File: src/rtl/regfile.sv
// regfile: MIPS 32 x WIDTH register file, two combinational read ports, one write port, $0 hard-wired to zero.
// Optional REGFILE_DUMP_EN (simulation only) prints all registers once per halt episode.
module regfile #(
  parameter int WIDTH = 32
) (
  input  logic             clk,
  input  logic             rst_b,
  input  logic [4:0]       rs_num,
  input  logic [4:0]       rt_num,
  input  logic [4:0]       rd_num,
  input  logic [WIDTH-1:0] rd_data,
  input  logic             rd_we,
  input  logic             halted,
  output logic [WIDTH-1:0] rs_data,
  output logic [WIDTH-1:0] rt_data
);
  logic [WIDTH-1:0] regs [0:31];
  logic             wr_en;
  assign wr_en = rd_we && !halted && (rd_num != 5'd0);
  // Storage: async clear, write gated by enable, halt and $0 protection
  always_ff @(posedge clk or negedge rst_b) begin
    if (!rst_b) begin
      for (int i = 0; i < 32; i++) regs[i] <= '0;
    end else if (wr_en) begin
      regs[rd_num] <= rd_data;
    end
  end
  // Read ports: no bypass, index 0 forced to zero
  always_comb begin
    rs_data = (rs_num == 5'd0) ? '0 : regs[rs_num];
    rt_data = (rt_num == 5'd0) ? '0 : regs[rt_num];
  end
`ifdef REGFILE_DUMP_EN
  logic halted_q;
  // Dump once on the rising edge of halted; re-armed when halted drops or on reset
  always_ff @(posedge clk or negedge rst_b) begin
    if (!rst_b) begin
      halted_q <= 1'b0;
    end else begin
      if (halted && !halted_q)
        for (int i = 0; i < 32; i++) $display("R%0d = 0x%08h", i, regs[i]);
      halted_q <= halted;
    end
  end
`endif
endmodule

File: config.mk
export PLATFORM = sky130hd
export DESIGN_NAME = regfile
export DESIGN_NICKNAME = d
export VERILOG_FILES = /design/src/rtl/regfile.sv
export SDC_FILE = /design/constraint.sdc
export NUM_CORES = 2
export LEC_CHECK = 0
export ABC_CLOCK_PERIOD_IN_PS = 4900
export CORE_MARGIN = 10
export CORE_UTILIZATION = 25
export CTS_CLUSTER_DIAMETER = 150
export DETAILED_ROUTE_END_ITERATION = 12
export GPL_TIMING_DRIVEN = 0
export MAX_ROUTING_LAYER = met4
export PLACE_DENSITY_LB_ADDON = 0.05
export RECOVER_POWER = 100
export SYNTH_ARGS = -nofsm -noshare
export SYNTH_HDL_FRONTEND = slang
export SYNTH_SLANG_ARGS = --single-unit
File: constraint.sdc
create_clock -name clk -period 4.9 [get_ports clk]
set_input_delay 0.98 -clock clk [delete_from_list [all_inputs] [get_ports clk]]
set_output_delay 0.98 -clock clk [all_outputs]
set_load 0.02 [all_outputs]
* Word-level counts from Yosys, hierarchy flattened *
Index checks and enable logic that the tools add are counted.

storage, ports and cells
  word-level logic and storage cells = 57
  bits in registers = 1024
  input bits = 51
  output and inout bits = 64

operators by class
  multiplexer cells = 11
  magnitude comparators = 4
  bitwise logic cells = 3
  reduce and logical (&&, ||, !) cells = 7

operator list
  operator            number
  $bwmux 1024         1
  $bmux 32 s5         2
  $mux 32             7
  $demux 32 s5        1
  $ge 6x6->1 const B  3
  $not 5->6           3
  $logic_not 5->1     2
  $lt 6x1->1 const B  1
  $reduce_bool 5->1   1
  $logic_and 1x1->1   3
  $logic_not 1->1     1

* Depth between registers and ports, before layout *
  word-level depth = 6
  depth in mapped cells = 7
  mapped depth without buffers = 4

* Worst setup path before layout *
No wires, ideal clock.

  path kind = input to output
  start = input port rt_num[1]
  end = output port rt_data[28]
  data arrival time = 2.646 ns
  cell stages on the path = 7
  path buffers = 3
  setup slack = 1.274 ns
  data required time = 3.920 ns
  cell sequence = buf_4 -> buf_6 -> nor2b_1 -> clkbuf_1 -> a221oi_1 -> o21ai_0 -> a311oi_1

between the ends
  cells in the longest elaborated chain, start to end = 5
  elaborated cells on any way between the ends = 6
  classes of those cells = 4 x mux; 1 x bitwise; 1 x reduce/logical

ends and longest elaborated chain
  item                                         line  RTL
  start: declaration                           9     input logic [4:0] rt_num,
  $not 5->6 (implied by the code)              31    rt_data = (rt_num == 5'd0) ? '0 : regs[rt_num];
  $bmux 32 s5                                  31
  $mux 32 (implied by the code) (2 in series)  31
  $mux 32 (*)                                  31
  end: declaration                             15    output logic [WIDTH-1:0] rt_data

Mark *: on every way between the ends. The rest lies on a longest branch, timed or not. The select of a mux whose other input is x is not followed.

* Final worst setup path *
  start = input port rs_num[2]
  end = output port rs_data[24]

between the ends
  cells in the longest elaborated chain, start to end = 5
  elaborated cells on any way between the ends = 6
  classes of those cells = 4 x mux; 1 x bitwise; 1 x reduce/logical

ends and longest elaborated chain
  item                                         line  RTL
  start: declaration                           8     input logic [4:0] rs_num,
  $not 5->6 (implied by the code)              30    rs_data = (rs_num == 5'd0) ? '0 : regs[rs_num];
  $bmux 32 s5                                  30
  $mux 32 (implied by the code) (2 in series)  30
  $mux 32 (*)                                  30
  end: declaration                             14    output logic [WIDTH-1:0] rs_data,

Marked as above.

==> summary.md <==
| Metric | Value |
|---|---|
| Top delay family on crit path | `buffers and inverters` |
| Cell Area, Synth | `54600 um2` |
| Outcome | `finished, violations left` |
| Yosys warns | `0` |
| Clk Latency, worst-skew pair | `0.80 ns` |
| Critical-path cell list | `buf_4 > buf_6 > buf_2 > mux4_2 > o2111ai_1 > a311oi_2 > clkdlybuf4s50_1` |
| Hold_ws | `0.0660 ns` |
| Worst endpoint data arrival time | `3.96 ns` |
| Fmax | `202 MHz` |
| Finished Cell Area | `64700 um2` |
| Area growth, synth to finish | `18.5%` |
| Initial antenna violation count | `19` |
| Synth area leader | `dfrtp_1` |
| Fin cells | `6860` |
| Sink Count | `1024` |
| Lkg Pwr | `27.8 nW` |
| Post-CTS Hold Buffers | `0` |
| Relative slew slack | `-1.09` |
| Post-synth EDFFs | `0` |
| Final setup vio count | `3` |
| Cells on worst reg2reg path | `1` |
| Worst-path clk slew | `0.05 ns` |
| Gpl congestion | `0.838` |
| Final global-route overflow total | `0` |
| Area of the core | `217000 um2` |
| Synth area leaders | `dfrtp_1 47%, mux2_2 21%, mux4_2 18%, mux2i_1 2.3%, clkbuf_1 1.5%` |
| Critical-path top delay cell | `clkdlybuf4s50_1` |
| Buf/Inv on CP | `4` |
| Number of vias per cell | `5.35` |
| Die area | `238000 um2` |
| Antenna viol nets, final | `0` |
| R2R Path Start | `regs[13]` |
| Final worst path period need | `4.94 ns` |
| CTS tree | `done` |
| Clock Tree Buf Depth | `3` |
| PD cells | `386 nW/um2` |
| Hold Path Class | `input pin to asynchronous set/reset pin` |
| Setup TNS Final | `-0.0862 ns` |
| CP startpoint | `rs_num[2]` |
| Largest reg by FF count | `regs` |
| Total Routed Length | `276000 um` |
| Ratio of cells with drive above 1 in the final layout | `0.491` |
| H-Tree Depth | `4` |
| Largest net degree at the start of global routing | `143` |
| CP Data Required Time | `3.92 ns` |
| Post-DP Area | `59600 um2` |
| Crit path launch type | `input pin` |
| Element type at the critical path end | `primary output` |
| Starting density of the core | `0.252` |
| Tcrit/Tclk final | `1.01` |
| Input/output buffers | `106` |
| CP max stage delay | `0.65 ns` |
| Max-cap check violation count | `17` |
| Worst Setup Path Type | `input pin to primary output` |
| Slew @ Worst Pin | `3.14 ns` |
| Setup WS pre-CTS | `-2.59 ns` |
| Largest register FFs | `1024` |
| Synth async-reset ratio | `1.00` |
| Crit Path Max Fanout | `10` |
| DIE WIDTH | `487 um` |
| Top Ports | `115` |
| Peak VDD IR | `0.000387 V` |
| Die Ht | `487 um` |
| Reg2reg end | `regs[13]` |
| Power Total | `25.0 mW` |
| DRC | `0` |
| Mapped Nets | `3676` |
| Iter 0 DRT Violations | `2792` |
| Cell with the most instances after synthesis | `dfrtp_1` |
| Row cnt | `171` |
| CTS Root Cell | `clkbuf_16` |
| Vias in the first global route | `38.6k` |
| Biggest registers after layout | `regs (1024)` |
| Post-synth top area share | `0.469` |
| Layout net count | `3937` |
| Slew Limit Fails | `674` |
| CTS buffer count | `137` |
| First-pass GRT wire length | `369000 um` |
| Post-DP HPWL | `192000 um` |
| Final core utilization | `0.298` |
| Inst Count DP | `6596` |
| Top FF cell, synth | `dfrtp_1` |
| Failing checks | `max-capacitance violations, max-slew violations, negative setup slack` |
| RSZ-0062 raised after global routing | `no` |
| Drt wl/cell | `40.2 um` |
| Reg2reg setup slack | `4.05 ns` |
| Worst Skew | `0 ns` |
| Seq cells post-synth | `1024` |
| Final worst slack | `-0.0426 ns` |
| Synth cell count leaders | `1024 x dfrtp_1, 1005 x mux2_2, 448 x mux4_2, 222 x clkbuf_1, 149 x buf_2` |
| GR Util All Layers | `0.235` |
| Synthesized area per cell | `15.1 um2` |
| Router iterations before antenna repair | `7` |
| Fill count | `21.8k` |
| Count of cell types in the netlist | `39` |
| Vias | `36.7k` |
| Seq/Total Area, Yosys | `0.469` |
| Synth Instances | `3625` |
| Final Hold Vio Count | `0` |
## per-layer routing
layer / global-route usage / vias to the layer above / wire, um
met5: - / - / 0
met4: 0.0707 / 0 / 9310
met3: 0.0344 / 356 / 11600
met2: 0.369 / 1011 / 129000
met1: 0.314 / 20700 / 126000
li1: - / 14700 / -
## layout by cell type (no fill, tap or decap), types with 12 or more instances in the layout
cell and count:
nor2_1 16, buf_6 18, clkbuf_8 52, a311oi_2 37, a221oi_1 47, a211oi_1 48, nor2b_1 69, clkdlybuf4s50_1 56
buf_2 39, mux2_1 48, buf_4 55, mux2i_1 128, nand2_1 42, clkbuf_1 278, diode_2 17, clkbuf_2 37
a22oi_1 60, a211oi_2 12, o21ai_1 15, o21ai_0 97, mux2_2 1005, mux4_2 448, clkbuf_16 139, dfrtp_1 1024
a311oi_1 18, clkbuf_4 38, dlygate4sd2_1 42
## where the power goes
| group | total (mW) | switching [mW] | internal [mW] |
|---|---|---|---|
| logic | 4.46 | 2.26 | 2.20 |
| registers | 10.3 | 0.800 | 9.54 |
| clock network | 10.2 | 4.29 | 5.91 |
## what timing repair did
| action | in CTS | in global routing |
|---|---|---|
| gates resized for setup | 305 | 15 |
| gates cloned | 0 | 0 |
| pin swaps | 22 | 4 |
| endpoints found under the setup margin | 64 | 8 |
| buffers inserted | 9 | 0 |
## layout make-up
class,instances,area (um2),area share
clock buffer,217,4130,0.0638
multi-input combinational,2167,27400,0.423
timing repair buffer,126,1320,0.0204
antenna,17,42.5,0.000657
clock inverter,25,303,0.00468
buffer,428,2320,0.0358
sequential,1024,25600,0.396
tap,2854,3570,0.0552
inverter,2,7.51,0.000116
## worst max path at each step
| stage | to | cells past startpoint |
|---|---|---|
| after floorplan | rt_data[28] | 7 |
| after global placement | regs[775] | 1 |
| after detailed placement | rs_data[10] | 8 |
| after CTS | rs_data[29] | 7 |
| after global routing | rs_data[14] | 7 |
| final | rs_data[24] | 7 |
## cells by family (layout without fill, tap and decap cells)
kind of cell,Yosys count,count (layout),synth area share
AO/OA/AOI/OAI,368,368,0.0484
buffers and inverters,434,798,0.0378
flip-flops,1024,1024,0.469
multiplexers,1632,1632,0.428
other,0,17,0
AND/OR/NAND/NOR,167,167,0.0169
Note: power is estimated with default switching activity, not from simulation.
